<file path="src/rtl/sseg_pkg.sv">
// Shared seven-segment definitions.
// Segment order is {a,b,c,d,e,f,g,dp}: bit 7 = a, bit 0 = dp.
// Patterns here are active-high; polarity is applied at the output pins.
package sseg_pkg;

    localparam int unsigned SEG_A_BIT  = 7;
    localparam int unsigned SEG_B_BIT  = 6;
    localparam int unsigned SEG_C_BIT  = 5;
    localparam int unsigned SEG_D_BIT  = 4;
    localparam int unsigned SEG_E_BIT  = 3;
    localparam int unsigned SEG_F_BIT  = 2;
    localparam int unsigned SEG_G_BIT  = 1;
    localparam int unsigned SEG_DP_BIT = 0;

    localparam logic [7:0] SEG_0    = 8'hFC;
    localparam logic [7:0] SEG_1    = 8'h60;
    localparam logic [7:0] SEG_2    = 8'hDA;
    localparam logic [7:0] SEG_3    = 8'hF2;
    localparam logic [7:0] SEG_4    = 8'h66;
    localparam logic [7:0] SEG_5    = 8'hB6;
    localparam logic [7:0] SEG_6    = 8'hBE;
    localparam logic [7:0] SEG_7    = 8'hE0;
    localparam logic [7:0] SEG_8    = 8'hFE;
    localparam logic [7:0] SEG_9    = 8'hF6;
    localparam logic [7:0] SEG_DASH = 8'h02;
    localparam logic [7:0] SEG_OFF  = 8'h00;

    // One complete display image: four digits, their decimal points and the
    // leading-zero blanking enable that travels with them.
    typedef struct packed {
        logic [15:0] digits;
        logic [3:0]  dp;
        logic        lz;
    } disp_t;

endpackage

</file>
<file path="src/rtl/sseg_decode.sv">
// Combinational BCD to seven-segment decoder (active-high pattern).
// Ports:
//   bcd_i  - 4-bit digit; 0xA..0xF render as a dash (segment g)
//   dp_i   - decimal point, OR'd into bit 0
//   seg_o  - {a,b,c,d,e,f,g,dp} pattern
module sseg_decode
    import sseg_pkg::*;
(
    input  logic [3:0] bcd_i,
    input  logic       dp_i,
    output logic [7:0] seg_o
);

    logic [7:0] pat;

    always_comb begin
        pat = SEG_DASH;
        case (bcd_i)
            4'd0:    pat = SEG_0;
            4'd1:    pat = SEG_1;
            4'd2:    pat = SEG_2;
            4'd3:    pat = SEG_3;
            4'd4:    pat = SEG_4;
            4'd5:    pat = SEG_5;
            4'd6:    pat = SEG_6;
            4'd7:    pat = SEG_7;
            4'd8:    pat = SEG_8;
            4'd9:    pat = SEG_9;
            default: pat = SEG_DASH;
        endcase
        seg_o = pat;
        seg_o[SEG_DP_BIT] = pat[SEG_DP_BIT] | dp_i;
    end

endmodule

</file>
<file path="src/rtl/sseg_scan_mux.sv">
// Four-digit seven-segment scan multiplexer with blanking gap and
// frame-synchronous double buffering.
// Ports:
//   clk, rst    - clock, asynchronous active-high reset
//   digits_in   - four BCD nibbles, [3:0] is digit 0 (rightmost)
//   dp_in       - decimal point per digit
//   lz_blank    - leading-zero blanking enable, captured with digits_in
//   load        - strobe capturing the inputs into the pending buffer
//   pending     - captured image waiting for the next frame boundary
//   frame_tick  - pulse on each display-buffer update cycle
//   an, sseg    - registered anode and segment drives
module sseg_scan_mux
    import sseg_pkg::*;
#(
    parameter int unsigned DIGIT_CYCLES   = 50000,
    parameter int unsigned BLANK_CYCLES   = 500,
    parameter bit          SEG_ACTIVE_LOW = 1'b1,
    parameter bit          AN_ACTIVE_LOW  = 1'b1
) (
    input  logic        clk,
    input  logic        rst,
    input  logic [15:0] digits_in,
    input  logic [3:0]  dp_in,
    input  logic        lz_blank,
    input  logic        load,
    output logic        pending,
    output logic        frame_tick,
    output logic [3:0]  an,
    output logic [7:0]  sseg
);

    localparam int unsigned CntW = (DIGIT_CYCLES > 1) ? $clog2(DIGIT_CYCLES) : 1;
    localparam logic [CntW-1:0] CntMax   = CntW'(DIGIT_CYCLES - 1);
    localparam logic [CntW-1:0] BlankCnt = CntW'(BLANK_CYCLES);
    localparam logic [3:0] AnOff  = AN_ACTIVE_LOW ? 4'hF : 4'h0;
    localparam logic [7:0] SegOff = SEG_ACTIVE_LOW ? ~SEG_OFF : SEG_OFF;

    logic [CntW-1:0] cnt_q, cnt_d;
    logic [1:0]      idx_q, idx_d;
    disp_t           disp_q, disp_d;
    disp_t           pend_q, pend_d;
    logic            pending_q, pending_d;
    logic [3:0]      an_q, an_d;
    logic [7:0]      sseg_q, sseg_d;

    disp_t      in_img;
    logic       apply;
    logic [3:0] cur_nib;
    logic       cur_dp;
    logic [7:0] dec_pat;
    logic [7:0] pat;
    logic [3:0] lead_zero;
    logic [3:0] an_sel;

    assign in_img = '{digits: digits_in, dp: dp_in, lz: lz_blank};
    assign apply  = (cnt_q == '0) && (idx_q == 2'd0);

    // Slot counter, buffers and handshake.
    always_comb begin
        cnt_d     = (cnt_q == CntMax) ? '0 : cnt_q + 1'b1;
        idx_d     = (cnt_q == CntMax) ? idx_q + 2'd1 : idx_q;
        pend_d    = load ? in_img : pend_q;
        pending_d = pending_q;
        disp_d    = disp_q;
        if (apply) begin
            // A load on the boundary itself goes straight to the display.
            if (load) begin
                disp_d = in_img;
            end else if (pending_q) begin
                disp_d = pend_q;
            end
            pending_d = 1'b0;
        end else if (load) begin
            pending_d = 1'b1;
        end
    end

    // Digit n is a leading zero if it and every higher digit are zero;
    // digit 0 always shows.
    always_comb begin
        lead_zero[3] = (disp_q.digits[15:12] == 4'd0);
        lead_zero[2] = lead_zero[3] && (disp_q.digits[11:8] == 4'd0);
        lead_zero[1] = lead_zero[2] && (disp_q.digits[7:4] == 4'd0);
        lead_zero[0] = 1'b0;
    end

    assign cur_nib = disp_q.digits[{idx_q, 2'b00} +: 4];
    assign cur_dp  = disp_q.dp[idx_q];

    sseg_decode u_decode (
        .bcd_i (cur_nib),
        .dp_i  (cur_dp),
        .seg_o (dec_pat)
    );

    always_comb begin
        pat = dec_pat;
        if (disp_q.lz && lead_zero[idx_q]) begin
            pat = SEG_OFF;
            pat[SEG_DP_BIT] = cur_dp;
        end
        an_sel = 4'b0001 << idx_q;
        if (cnt_q < BlankCnt) begin
            an_d   = AnOff;
            sseg_d = SegOff;
        end else begin
            an_d   = AN_ACTIVE_LOW ? ~an_sel : an_sel;
            sseg_d = SEG_ACTIVE_LOW ? ~pat : pat;
        end
    end

    always_ff @(posedge clk or posedge rst) begin
        if (rst) begin
            cnt_q     <= '0;
            idx_q     <= 2'd0;
            disp_q    <= '0;
            pend_q    <= '0;
            pending_q <= 1'b0;
            an_q      <= AnOff;
            sseg_q    <= SegOff;
        end else begin
            cnt_q     <= cnt_d;
            idx_q     <= idx_d;
            disp_q    <= disp_d;
            pend_q    <= pend_d;
            pending_q <= pending_d;
            an_q      <= an_d;
            sseg_q    <= sseg_d;
        end
    end

    assign pending = pending_q;
    // The boundary state is also the reset state, so mask it while reset is held.
    assign frame_tick = apply & ~rst;
    assign an   = an_q;
    assign sseg = sseg_q;

endmodule

</file>
<file path="config.mk">
export PLATFORM = sky130hd
export DESIGN_NAME = sseg_scan_mux
export DESIGN_NICKNAME = d
export VERILOG_FILES = /design/src/rtl/sseg_pkg.sv /design/src/rtl/sseg_decode.sv /design/src/rtl/sseg_scan_mux.sv
export SDC_FILE = /design/constraint.sdc
export NUM_CORES = 1
export LEC_CHECK = 0
export ABC_CLOCK_PERIOD_IN_PS = 2600
export CAP_MARGIN = 20
export CELL_PAD_IN_SITES_DETAIL_PLACEMENT = 2
export CELL_PAD_IN_SITES_GLOBAL_PLACEMENT = 2
export CORE_ASPECT_RATIO = 1.4
export CORE_MARGIN = 1.5
export CORE_UTILIZATION = 39
export DETAILED_ROUTE_END_ITERATION = 7
export GPL_TIMING_DRIVEN = 0
export HOLD_SLACK_MARGIN = 0.12
export PLACE_DENSITY = 0.84
export SYNTH_ARGS = -nofsm -noshare
export SYNTH_HDL_FRONTEND = slang
export SYNTH_SLANG_ARGS = --single-unit
</file>
<file path="constraint.sdc">
create_clock -name clk -period 2.6 [get_ports clk]
set_input_delay 0.52 -clock clk [delete_from_list [all_inputs] [get_ports clk]]
set_output_delay 0.52 -clock clk [all_outputs]
set_load 0.01 [all_outputs]
</file>
==> flow_metrics.tcl <==
set metrics [dict create \
    status "complete, no violations" \
    cts_tree "done" \
    dp_worst_setup_slack_ns -0.182 \
    ff2ff_path_depth 6 \
    cp_max_fo 2 \
    dp.cells 378 \
    fin_crit_ns 2.51 \
    fin_worst_skew_ns 0.00680 \
    worst_slack_ns 0.0922 \
    htreeDepth 3 \
    crit_path_end_kind "output pin" \
    netlist_instances 239 \
    gp_congestion 0.867 \
    ys_warn_count 0 \
    synth_cell_types 39 \
    ir_drop_v 0.000429 \
    yosys-top-cells-area "dfrtp_1, dfstp_2, mux2_4" \
    yosysTopAreaCell "dfrtp_1" \
    syn-cell-area_um2 3310 \
    grt_overflow 0 \
    layout-drive-gt1-share_pct 32.1 \
    leakagePower_uw 0.00182 \
    core.rowCount 39 \
    ys_seq_area_share_pct 55.6 \
    setup_viol 0 \
    yosys_most_used_dff "dfrtp_1" \
    numClockSinks 73 \
    yosys_register_bits 73 \
    cp.arrival_ns 1.99 \
    finalCritPeriodShare_pct 96.5 \
    synth_edf_count 0 \
    grt_max_degree 74 \
    cts_max_path_buffers 2 \
    wirelength_um 8850 \
    port_buffers 37 \
    async_reset_ff_share_pct 100 \
    total_power_uw 2700 \
    diodes 0 \
    hold_path.class "flop to flop" \
    dr.pass1.iters 4 \
    drv_slew 0 \
    globalRouteTotalUtil_pct 21.9 \
    io_pins 38 \
    cts-root-buf "clkbuf_16" \
    grt_pass1_vias 2529 \
    postRouteAntennaNets 0 \
    clk-insertion-delay-late_ns 0.34 \
    synth_fp_nets 274 \
    coreArea_um2 8200 \
    cellPowerDensity_nw_per_um2 647 \
    fp.dieW_um 80.9 \
    fmax_ghz 0.399 \
    cts_buffers 9 \
    syn_to_final_growth_pct 25.9 \
    worstSetupPathType "flop to output pin" \
    drt_iter0_drc 105 \
    grt_pass1_wl_um 14100 \
    maxCapViolCount 0 \
    synth_top_area_share_pct 46.1 \
    dpl.hpwl_um 5630 \
    tightestPinTransition_ns 0.922 \
    avgSynthCellArea_um2 13.9 \
    hold_viol_final 0 \
    stdcell_count 401 \
    initial_core_util_pct 40.4 \
    drt-vias-per-instance 5.35 \
    worst_setup_path_start_kind "flop" \
    die_area_um2 9070 \
    antenna_found_initial 0 \
    die_h_um 112 \
    slew_headroom_pct 38.5 \
    wl_per_cell_um 22.1 \
    vias 2144 \
    nets 329 \
    cts_hold_buf 0 \
    required_ns 2.08 \
    ff2ff_setup_slack_ns 0.29 \
    holdPathStages 1 \
    fillers 775 \
    drc 0 \
    clk_pin_slew_ns 0.06 \
]
## stage by stage
stage          util [%]  area, um2  hold WS (ns)  TNS (ns)
2_1_floorplan         -       3310         0.468         0
3_3_place_gp       46.5       3810         0.481    -65.56
3_5_place_dp       46.5       3810         0.489    -0.182
4_1_cts            50.8       4170         0.503         0
5_1_grt            50.9       4170         0.518   -0.0191
6_report           50.9       4170         0.499         0
## state kept, by name, indices dropped and copies added, names as in the netlist
signal   flops
cnt_q       16
pend_q      21
sseg         8
idx_q        2
disp_q      21
an           4
pending      1
## metal layers
metal / vias up / part of all wire, % / global-route usage [%]
met5: - / 0 / 0
met4: 0 / 3.1 / 12.4
met3: 17 / 2.0 / 2.52
met2: 47 / 55 / 39.2
met1: 1121 / 40 / 24.5
li1: 959 / - / -
## area by class of cell
type                            instances  area, um2  share of cell area [%]
Sequential cell                        73       1840                    44.2
Timing Repair Buffer                   44        418                    10.0
Clock inverter                          2       35.0                   0.839
Tap cell                              102        128                    3.06
Clock buffer                           14        274                    6.56
Inverter                               10       40.0                   0.959
Buffer                                  7       58.8                    1.41
Multi-Input combinational cell        149       1380                    33.0
## where the power goes
| group | switching (uW) | leakage [uW] | internal (uW) |
|---|---|---|---|
| logic | 84.8 | 0.000775 | 104 |
| clock network | 476 | 0.000153 | 821 |
| registers | 26.1 | 0.000893 | 1190 |
| total | 587 | 0.00182 | 2110 |
## cell usage after synthesis (all sizes together) (2+ instances only)
cell	number
o211ai	2
a21oi	3
or4	3
nand4	10
nand3	7
or3	2
nor3	5
o21ai	4
mux4	5
nor2	12
nor4	4
buf	5
dfstp	12
ha	11
xor2	7
dfrtp	61
inv	10
xnor2	6
nand2	12
clkbuf	2
mux2	42
and3	2
## worst max-delay path, stage by stage, from the launching register on
cell,delay (ns)
dfrtp_2,0.41
or4_4,0.56
nor4_4,0.21
nand4_1,0.19
nor2_1,0.14
buf_2,0.13
## worst paths after layout
| kind | from | end |
|---|---|---|
| min in group asynchronous | rst | cnt_q[13]$_DFF_PP0_ |
| setup reg to reg | cnt_q[11]$_DFF_PP0_ | idx_q[1]$_DFFE_PP0N_ |
| setup / recovery | cnt_q[11]$_DFF_PP0_ | frame_tick |
| hold / removal | pend_q[0]$_DFFE_PP0P_ | pend_q[0]$_DFFE_PP0P_ |
| hold reg to reg | pend_q[0]$_DFFE_PP0P_ | pend_q[0]$_DFFE_PP0P_ |
| max in group asynchronous | rst | cnt_q[11]$_DFF_PP0_ |
## layout by cell type (no fill, tap or decap), types with 2 or more instances in the layout
cell	count
a21oi_1	3
buf_2	3
buf_4	7
buf_6	4
clkbuf_1	3
clkbuf_16	9
clkbuf_8	3
clkdlybuf4s50_1	36
dfrtp_1	60
dfstp_2	12
ha_1	11
inv_1	8
mux2_2	22
mux2_4	20
mux4_2	5
nand2_1	12
nand3_1	7
nand4_1	10
nor2_1	12
nor3_1	5
nor4_1	3
o211ai_1	2
o21ai_0	4
or3_1	2
or4_1	2
xnor2_1	6
xor2_1	7
## kinds of logic (layout without fill, tap and decap cells)
kind of cell | Yosys count | count (layout) | synth area share (%)
buffers and inverters | 17 | 77 | 2.87
multiplexers | 48 | 48 | 20.2
adder cells (fa/ha/maj) | 11 | 11 | 4.15
XOR/XNOR | 13 | 13 | 3.44
AND/OR/NAND/NOR | 63 | 63 | 11.0
AO/OA/AOI/OAI | 14 | 14 | 2.76
flip-flops | 73 | 73 | 55.6
## repair_timing
| action | 4_1_cts | 5_1_grt |
|---|---|---|
| pin swaps | 4 | 2 |
| gates resized for setup | 7 | 1 |
| setup buffers | 6 | 1 |
| setup endpoints to repair | 1 | 1 |
Power figures use the tool's default switching activity.
